===== src/rtl/systolic_row_feeder_pkg.sv =====
// Shared definitions for the systolic row feeder.
//  PE_DW   : default signed data width of weights and features (PE in_a width)
//  state_t : controller states IDLE -> W_FILL -> W_SHIFT -> F_STREAM -> DRAIN
//  SRF_LANE: selects lane r of a ROWS*DW bus, i.e. bus[r*DW +: DW]; uses the
//            DW parameter visible at the point of use.
package systolic_row_feeder_pkg;

   localparam int PE_DW = 8;

   typedef enum logic [2:0] {
      ST_IDLE     = 3'd0,
      ST_W_FILL   = 3'd1,
      ST_W_SHIFT  = 3'd2,
      ST_F_STREAM = 3'd3,
      ST_DRAIN    = 3'd4
   } state_t;

endpackage

`ifndef SRF_LANE
`define SRF_LANE(bus, r) bus[(r)*DW +: DW]
`endif


===== src/rtl/systolic_row_feeder_skew_line.sv =====
// DEPTH-stage {enable, data} delay line used to skew one feature row.
// Ports:
//  clk, rst  : clock, synchronous active-high reset (clears every stage)
//  in_en     : enable entering the line this cycle
//  in_data   : feature entering the line this cycle
//  out_en    : in_en delayed DEPTH cycles
//  out_data  : in_data delayed DEPTH cycles
// Row 0 needs no delay and is wired directly in the top, so DEPTH >= 1 here.
module systolic_row_feeder_skew_line
   import systolic_row_feeder_pkg::*;
#(
   parameter int DEPTH = 1,
   parameter int DW    = PE_DW
) (
   input  logic                 clk,
   input  logic                 rst,
   input  logic                 in_en,
   input  logic signed [DW-1:0] in_data,
   output logic                 out_en,
   output logic signed [DW-1:0] out_data
);

   logic [DEPTH-1:0]     en_q, en_d;
   logic signed [DW-1:0] data_q [DEPTH];
   logic signed [DW-1:0] data_d [DEPTH];

   always_comb begin
      en_d      = en_q;
      data_d    = data_q;
      en_d[0]   = in_en;
      data_d[0] = in_data;
      for (int i = 1; i < DEPTH; i++) begin
         en_d[i]   = en_q[i-1];
         data_d[i] = data_q[i-1];
      end
   end

   always_ff @(posedge clk) begin
      if (rst) begin
         en_q <= '0;
         for (int i = 0; i < DEPTH; i++) data_q[i] <= '0;
      end else begin
         en_q   <= en_d;
         data_q <= data_d;
      end
   end

   assign out_en   = en_q[DEPTH-1];
   assign out_data = data_q[DEPTH-1];

endmodule


===== src/rtl/systolic_row_feeder.sv =====
// Left-edge driver of a ROWS x COLS weight-stationary PE array.
// Buffers one weight tile (COLS beats, one column per beat), shifts it into
// the array last column first and issues one broadcast save, then streams
// feature vectors with row r delayed r cycles so partial sums line up down
// each column.
// Ports:
//  clk, rst          : clock, synchronous active-high reset
//  start, num_vec    : begin a job of num_vec vectors (sampled in IDLE only)
//  w_valid/w_ready   : weight beat handshake, w_data lane r = row r weight
//  f_valid/f_ready   : feature handshake, f_data lane r = row r feature
//  row_a, row_enable : registered in_a / enable into PE(r,0)
//  save              : registered broadcast weight-latch strobe
//  busy              : controller not in IDLE
//  done              : one-cycle pulse at job completion
// Requires ROWS >= 2 (DRAIN lasts ROWS-1 cycles).
module systolic_row_feeder
   import systolic_row_feeder_pkg::*;
#(
   parameter int ROWS = 4,
   parameter int COLS = 4,
   parameter int DW   = PE_DW,
   parameter int CNTW = 16
) (
   input  logic                 clk,
   input  logic                 rst,
   input  logic                 start,
   input  logic [CNTW-1:0]      num_vec,
   input  logic                 w_valid,
   output logic                 w_ready,
   input  logic [ROWS*DW-1:0]   w_data,
   input  logic                 f_valid,
   output logic                 f_ready,
   input  logic [ROWS*DW-1:0]   f_data,
   output logic [ROWS*DW-1:0]   row_a,
   output logic [ROWS-1:0]      row_enable,
   output logic                 save,
   output logic                 busy,
   output logic                 done
);

   localparam int MAXRC = (COLS > ROWS) ? COLS : ROWS;
   localparam int IDXW  = $clog2(MAXRC) + 1;

   state_t             state_q, state_d;
   logic [IDXW-1:0]    idx_q, idx_d;
   logic [CNTW-1:0]    vec_cnt_q, vec_cnt_d;
   logic [CNTW-1:0]    num_q, num_d;
   logic [ROWS*DW-1:0] wbuf_q [COLS];
   logic [ROWS*DW-1:0] wbuf_d [COLS];
   logic [ROWS*DW-1:0] row_a_q, row_a_d;
   logic [ROWS-1:0]    row_en_q, row_en_d;
   logic               save_q, save_d;
   logic               done_q, done_d;

   logic               w_acc, f_acc;
   logic [ROWS*DW-1:0] sk_out_data;
   logic [ROWS-1:0]    sk_out_en;

   assign w_ready = (state_q == ST_W_FILL);
   assign f_ready = (state_q == ST_F_STREAM);
   assign w_acc   = w_valid && w_ready;
   assign f_acc   = f_valid && f_ready;

   // Skew lines: a cycle without an accepted vector enters as a zero bubble.
   for (genvar r = 0; r < ROWS; r++) begin : g_row
      logic signed [DW-1:0] lane_in;
      assign lane_in = f_acc ? `SRF_LANE(f_data, r) : '0;
      if (r == 0) begin : g_direct
         assign `SRF_LANE(sk_out_data, r) = lane_in;
         assign sk_out_en[r]              = f_acc;
      end else begin : g_skew
         logic signed [DW-1:0] lane_out;
         systolic_row_feeder_skew_line #(.DEPTH(r), .DW(DW)) u_skew (
            .clk      (clk),
            .rst      (rst),
            .in_en    (f_acc),
            .in_data  (lane_in),
            .out_en   (sk_out_en[r]),
            .out_data (lane_out)
         );
         assign `SRF_LANE(sk_out_data, r) = lane_out;
      end
   end

   always_comb begin
      state_d   = state_q;
      idx_d     = idx_q;
      vec_cnt_d = vec_cnt_q;
      num_d     = num_q;
      wbuf_d    = wbuf_q;
      save_d    = 1'b0;
      done_d    = 1'b0;
      unique case (state_q)
         ST_IDLE: begin
            if (start) begin
               num_d     = num_vec;
               idx_d     = '0;
               vec_cnt_d = '0;
               state_d   = ST_W_FILL;
            end
         end
         ST_W_FILL: begin
            if (w_acc) begin
               for (int k = 0; k < COLS; k++) begin
                  if (idx_q == IDXW'(k)) wbuf_d[k] = w_data;
               end
               if (idx_q == IDXW'(COLS-1)) begin
                  idx_d   = '0;
                  state_d = ST_W_SHIFT;
               end else begin
                  idx_d = idx_q + IDXW'(1);
               end
            end
         end
         ST_W_SHIFT: begin
            // Last shift cycle: column c now holds wbuf[c], so latch everywhere.
            if (idx_q == IDXW'(COLS-1)) begin
               save_d  = 1'b1;
               idx_d   = '0;
               state_d = (num_q == '0) ? ST_DRAIN : ST_F_STREAM;
            end else begin
               idx_d = idx_q + IDXW'(1);
            end
         end
         ST_F_STREAM: begin
            // num_q >= 1 here, so num_q-1 never wraps; vec_cnt tops out at num_q-1.
            if (f_acc) begin
               vec_cnt_d = vec_cnt_q + CNTW'(1);
               if (vec_cnt_q == num_q - CNTW'(1)) begin
                  idx_d   = '0;
                  state_d = ST_DRAIN;
               end
            end
         end
         ST_DRAIN: begin
            if (idx_q == IDXW'(ROWS-2)) begin
               done_d  = 1'b1;
               idx_d   = '0;
               state_d = ST_IDLE;
            end else begin
               idx_d = idx_q + IDXW'(1);
            end
         end
         default: state_d = ST_IDLE;
      endcase
   end

   // W_SHIFT emits the tile last column first; every other state forwards the skew lines.
   always_comb begin
      row_a_d  = sk_out_data;
      row_en_d = sk_out_en;
      if (state_q == ST_W_SHIFT) begin
         row_en_d = '0;
         for (int k = 0; k < COLS; k++) begin
            if (idx_q == IDXW'(COLS-1-k)) row_a_d = wbuf_q[k];
         end
      end
   end

   always_ff @(posedge clk) begin
      if (rst) begin
         state_q   <= ST_IDLE;
         idx_q     <= '0;
         vec_cnt_q <= '0;
         num_q     <= '0;
         for (int k = 0; k < COLS; k++) wbuf_q[k] <= '0;
         row_a_q   <= '0;
         row_en_q  <= '0;
         save_q    <= 1'b0;
         done_q    <= 1'b0;
      end else begin
         state_q   <= state_d;
         idx_q     <= idx_d;
         vec_cnt_q <= vec_cnt_d;
         num_q     <= num_d;
         wbuf_q    <= wbuf_d;
         row_a_q   <= row_a_d;
         row_en_q  <= row_en_d;
         save_q    <= save_d;
         done_q    <= done_d;
      end
   end

   assign row_a      = row_a_q;
   assign row_enable = row_en_q;
   assign save       = save_q;
   assign done       = done_q;
   assign busy       = (state_q != ST_IDLE);

endmodule

===== config.mk =====
export PLATFORM = sky130hd
export DESIGN_NAME = systolic_row_feeder
export DESIGN_NICKNAME = d
export VERILOG_FILES = /design/src/rtl/systolic_row_feeder_pkg.sv /design/src/rtl/systolic_row_feeder_skew_line.sv /design/src/rtl/systolic_row_feeder.sv
export SDC_FILE = /design/constraint.sdc
export NUM_CORES = 1
export LEC_CHECK = 0
export ABC_AREA = 0
export BUFFER_PORTS_ARGS = -buffer_cell sky130_fd_sc_hd__buf_2
export CAP_MARGIN = 20
export CORE_MARGIN = 4
export CORE_UTILIZATION = 50
export CTS_CLUSTER_DIAMETER = 50
export DETAILED_ROUTE_END_ITERATION = 8
export PLACE_DENSITY_LB_ADDON = 0.08
export SLEW_MARGIN = 20
export SYNTH_ARGS = -nofsm -noshare
export SYNTH_HDL_FRONTEND = slang
export SYNTH_HIERARCHICAL = 1
export SYNTH_SLANG_ARGS = --single-unit

===== constraint.sdc =====
create_clock -name clk -period 7.1 [get_ports clk]
set_clock_uncertainty 0.1 [all_clocks]
set_input_delay 1.42 -clock clk [delete_from_list [all_inputs] [get_ports clk]]
set_output_delay 1.42 -clock clk [all_outputs]
set_load 0.02 [all_outputs]

Word level (Yosys, flattened, before mapping)
Cells that the tools add are included.
W data, S select, Z words.
{ "word_totals": {"ff_bits": 258, "in_bits": 85} }
{ "classes": {"addsub": 3, "eq_ne": 15, "n_mux": 27, "bitwise": 3, "reduce_logical": 20} }
{ "ops": {"columns": ["operator", "n"], "rows": [
  ["$mux W32", 5],
  ["$mux W3", 14],
  ["$mux W16", 2],
  ["$pmux W16 S2", 1],
  ["$pmux W3 S5", 2],
  ["$add A16 B1 Y16 const B", 1],
  ["$eq A16 B16 Y1", 1],
  ["$logic_not A16 Y1", 1],
  ["$sub A16 B1 Y16 const B", 1],
  ["$reduce_and A3 Y1", 5],
  ["$eq A3 B2 Y1 const B", 4],
  ["$mux W8", 1],
  ["$ne A2 B1 Y1 const B", 4],
  ["$reduce_or A2 Y1", 4],
  ["$reduce_and A7 Y1", 1],
  ["$eq A3 B1 Y1 const B", 2],
  ["$logic_not A3 Y1", 2],
  ["$ne A2 B2 Y1 const B", 3],
  ["$reduce_and A5 Y1", 1],
  ["$reduce_bool A5 Y1", 1],
  ["$add A3 B1 Y3 const B", 1],
  ["$eq A3 B3 Y1 const B", 1],
  ["$not A1 Y1", 3],
  ["$reduce_bool A3 Y1", 1],
  ["4 further kinds", 6]
]} }

Longest topological paths before layout
{ "depth": {"depth_word": 8, "mapped_depth": 11} }

Hierarchy
Netlist, hierarchy kept.
{ "by_module_without_submodules": {"columns": ["mod", "n_inst", "cells_each", "area_per_inst_um2", "seq_area_each_um2"], "rows": [
  ["systolic_row_feeder", 1, 1217, 9241.4, 4083.9],
  ["systolic_row_feeder_skew_line (g_row[3].g_skew.u_skew)", 1, 56, 749.5, 540.5],
  ["systolic_row_feeder_skew_line (g_row[2].g_skew.u_skew)", 1, 37, 489.2, 360.3],
  ["systolic_row_feeder_skew_line (g_row[1].g_skew.u_skew)", 1, 18, 236.5, 180.2]
]} }

Worst setup path before layout
Ideal clock, no wire load.
{ "synth_timing": {"path_type": "input to register", "startpoint": "input start", "endpoint": "register vec_cnt_q[13]", "arrival_time_ns": 2.955, "required_time_ns": 6.872, "slack_ns": 3.917, "path_stages": 7, "n_path_buf": 0, "cell_sequence": "nor4b_2 o2111ai_1 or2_2 nor2_1 nand3_1 xor2_1 nor2_1"} }
{ "synth_via": {"elab_chain_cells": 2} }
{ "synth_rtl": {"columns": ["element", "line_no", "text"], "rows": [
  ["start, declared", "systolic_row_feeder.sv:26", "input logic start,"],
  ["$ne A2 B2 Y1 (no line)", null, null],
  ["$reduce_and A3 Y1 (no line)", null, null],
  ["end signal, assigned", "systolic_row_feeder.sv:174", "vec_cnt_q <= vec_cnt_d;"],
  ["end, declared", "systolic_row_feeder.sv:46", "logic [CNTW-1:0] vec_cnt_q, vec_cnt_d;"]
]} }
No other way between the ends.
A chain may end at the register's enable or synchronous reset.

Worst setup path after layout
{ "layout_timing": {"startpoint": "register state_q[0]", "endpoint": "output f_ready"} }
{ "layout_via": {"elab_chain_cells": 1} }
{ "layout_rtl": {"columns": ["element", "line_no", "text"], "rows": [
  ["start, declared", "systolic_row_feeder.sv:44", "state_t state_q, state_d;"],
  ["start signal, assigned", "systolic_row_feeder.sv:172", "state_q <= state_d;"],
  ["$eq A3 B2 Y1", "systolic_row_feeder.sv:60", "assign f_ready = (state_q == ST_F_STREAM);"],
  ["end, declared", "systolic_row_feeder.sv:32", "output logic f_ready,"]
]} }
No other way between the ends.

==> flow_summary.yaml <==
synth:
  yosys_warnings: 6
  synth_area_um2: 10700
  synth_xor_area_frac: 0.0253
  syn_inst: 1328
  synth_fa_ha_area_frac: 0.0105
  synth_seq_cells: 258
  yosys.area_share.simple: 0.237
  synth.mux.area_fraction: 0.0283
  synth_ff_type: "dfxtp_1"
  synth_nets: 1422
  synth_cell_types: 52
  synth-compound-area-share: 0.177
  synth_edf_count: 0
  async_flop_share: 0
  avgSynthCellArea_um2: 8.07
  synth-seq-area-share: 0.482
  synth_top_family_by_area: "simple AND/OR/NAND/NOR gates"
setup_path:
  timing.rr.end: "idx_q[1]"
  rr_startpoint: "num_q[2]"
  arrival_ns: 2.06
  crit_path_start_kind: "register"
  required_ns: 5.58
  path_buf_inv: 2
  path_cells: "clkinv_1 -> nor2_1 -> buf_2"
  r2r_cells: 7
  critPathTopFamily: "flip-flops"
  worstSetupStartpoint: "state_q[0]"
  cpPeakStageDelay_ns: 0.62
  critPathCaptureType: "primary output"
  cp.depth: 3
  cp_slowest_cell: "dfxtp_1"
  endpoint: "f_ready"
  path_class: "register to primary output"
  rrSetupSlack_ns: 3.89
  critPathMaxFanout: 13
clock_tree:
  numCtsBuffers: 30
  cts_resized: 0
  cts.reportedPaths.clkPinSlew_ns: 0.06
  cts_tree: "done"
  cts_hold_buffers: 0
  clk_latency_ns: 0.54
  post_cts_buffers: 0
  root_buffer: "clkbuf_16"
  clockBufferDepth: 3
  htreeDepth: 1
  cts_sinks: 258
layout:
  final_util: 0.593
  area_growth_pct: 16.4
  drive_gt1_frac: 0.142
  fin_cells: 1697
  finish.instance_area_um2: 12500
  num-nets-final: 1495
pwr:
  power.density_nw_per_um2: 294
  intPower_w: 0.00267
  comb_power_share: 0.144
  switching_share: 0.272
  power.switching_w: 0.000997
  power_leakage_nw: 4.68
  power_w: 0.00366
  power_frac_seq: 0.423
  clkPwrFrac: 0.433
  peakVddDrop_v: 0.000241
die:
  fp.dieW_um: 154
  core_um2: 21000
  start_util: 0.510
  die-area_um2: 23800
  fp.dieH_um: 154
  io_pins: 126
  num_rows: 53
timing:
  fin_crit_sh: 0.504
  hold_violations: 0
  tns_ns: 0
  slew_headroom: 0.303
  final-setup-viol-count: 0
  fmax_mhz: 279
  rsz0062_at_grt: "false"
  finalMaxSlewViolations: 0
  fin_crit_ns: 3.58
  tightest_slew_ns: 1.04
drt:
  via_per_inst: 5.39
  vias: 9152
  drc: 0
  antenna_left: 0
  drtIter0Drc: 731
  drt-wirelength-per-cell_um: 16.1
  drt_wl_total_um: 27400
  dr.pass1.iters: 5
global_route:
  grt_pass1_vias: 8596
  grt.total_usage: 0.222
  grt_max_degree: 84
  grt-ovfl-total: 0
  grt_pass1_wl_um: 44400
  antenna_found_initial: 1
run_status:
  status: "finished clean"
place:
  placed_cell_area_um2: 11500
  dp_cells: 1644
  io_buffers: 125
  gp_congestion: 0.829
  dp_hpwl_um: 16300
hold_path:
  hp-class: "register to register"
run:
  maxCapViolations: 0
[synthesized netlist by cell type (2+ instances only)]
| master | number | area share |
|---|---|---|
| nand2_1 | 336 | 0.12 |
| dfxtp_1 | 258 | 0.48 |
| a21oi_1 | 202 | 0.094 |
| nor2_1 | 90 | 0.032 |
| clkbuf_1 | 86 | 0.030 |
| nor2b_1 | 41 | 0.024 |
| and2_1 | 31 | 0.018 |
| mux2i_1 | 28 | 0.026 |
| o211ai_1 | 27 | 0.019 |
| a211oi_1 | 25 | 0.018 |
| a22o_1 | 24 | 0.020 |
| o21ai_0 | 17 | 0.0079 |
| xor2_1 | 17 | 0.014 |
| xnor2_1 | 14 | 0.011 |
| inv_1 | 11 | 0.0039 |
| nand3_1 | 11 | 0.0051 |
| nor3_1 | 10 | 0.0047 |
| ha_1 | 9 | 0.011 |
| nand4_1 | 9 | 0.0053 |
| o31ai_1 | 9 | 0.0063 |
| and2b_1 | 7 | 0.0049 |
| and2b_2 | 7 | 0.0057 |
| buf_1 | 7 | 0.0025 |
| or3_1 | 6 | 0.0035 |
| nor4_1 | 5 | 0.0029 |
| a31oi_1 | 3 | 0.0018 |
| and3_1 | 3 | 0.0018 |
| nor4b_1 | 3 | 0.0025 |
| or4_1 | 3 | 0.0021 |
| a211o_1 | 2 | 0.0016 |
| a22oi_1 | 2 | 0.0014 |
| buf_6 | 2 | 0.0021 |
| mux2_1 | 2 | 0.0021 |
| nor3b_1 | 2 | 0.0014 |
| o2111ai_1 | 2 | 0.0016 |
[layer usage]
layer | up-vias | wire, um | track usage
met5 | - | 0 | 0
met4 | 0 | 501 | 0.0488
met3 | 46 | 1640 | 0.0344
met2 | 249 | 12700 | 0.369
met1 | 4225 | 12500 | 0.306
li1 | 4632 | - | -
[final cells by class]
cell class / instances / area [um^2]
Antenna cell: 1 / 2.50
Clock buffer: 43 / 841
Clock inverter: 9 / 178
Fill cell: 1951 / 8550
Inverter: 12 / 45.0
Multi-Input combinational cell: 961 / 5170
Sequential cell: 258 / 5160
Tap cell: 275 / 344
Timing Repair Buffer: 138 / 729
[state kept, by name, summed over array words and instances (netlist names)]
register,flops
save,1
g_row.g_skew.u_skew/en_q,5
row_a,32
vec_cnt_q,16
g_row.g_skew.u_skew/data_d,24
g_row.g_skew.u_skew/out_en,1
done,1
wbuf_q,128
state_q,3
idx_q,3
row_enable,4
num_q,16
g_row.g_skew.u_skew/out_data,24
[logic make-up after synthesis]
logic type / after synthesis
and+or+nand+nor: 571
xor gates and xnor gates: 31
adders and majority gates: 9
DFF: 258
muxes: 30
AOI/OAI and AO/OA: 320
buffers and inverters: 109
[cell usage in the layout, fill, tap and decap left out, drive strengths merged, types with 27 or more instances in the layout]
master  synthesis  layout
clkbuf         86      43
buf            11     138
a21oi         202     202
and2           32      32
nor2b          41      41
o211ai         27      27
nand2         336     336
nor2           90      90
dfxtp         258     258
mux2i          28      28
[worst register-to-register path, cell delays in order (launching register included)]
cell,delay (ns)
dfxtp_1,0.38
nor4_2,0.76
nand2_1,0.14
or4_1,0.54
a32oi_1,0.25
nand4_1,0.21
a31oi_2,0.36
mux2_1,0.36
[power groups by stage]
stage,logic (W),registers [W],clock network [W]
floorplan,0.000390,0.00155,0
global placement,0.000522,0.00158,0
detailed placement,0.000527,0.00158,0
CTS,0.000529,0.00155,0.00161
global route,0.000590,0.00156,0.00167
finish,0.000529,0.00155,0.00158
[worst min-delay path by stage]
stage	start	end	slack, ns	cells after the start
after floorplan	g_row[1].g_skew.u_skew/out_en	row_enable[1]	0.31	1
after global placement	g_row[1].g_skew.u_skew/out_en	row_enable[1]	0.31	1
after detailed placement	g_row[2].g_skew.u_skew/en_q[1]	row_enable[2]	0.31	1
after CTS	g_row[2].g_skew.u_skew/en_q[1]	row_enable[2]	0.33	1
after global routing	g_row[2].g_skew.u_skew/en_q[1]	row_enable[2]	0.33	1
final	g_row[2].g_skew.u_skew/en_q[1]	row_enable[2]	0.32	1
[metrics by stage]
stage	hold WS [ns]	setup slack (ns)
floorplan	0.306	3.92
global placement	0.308	3.37
detailed placement	0.313	3.34
CTS	0.327	3.50
global route	0.335	3.39
finish	0.324	3.52
(Power assumes the default switching activity.)
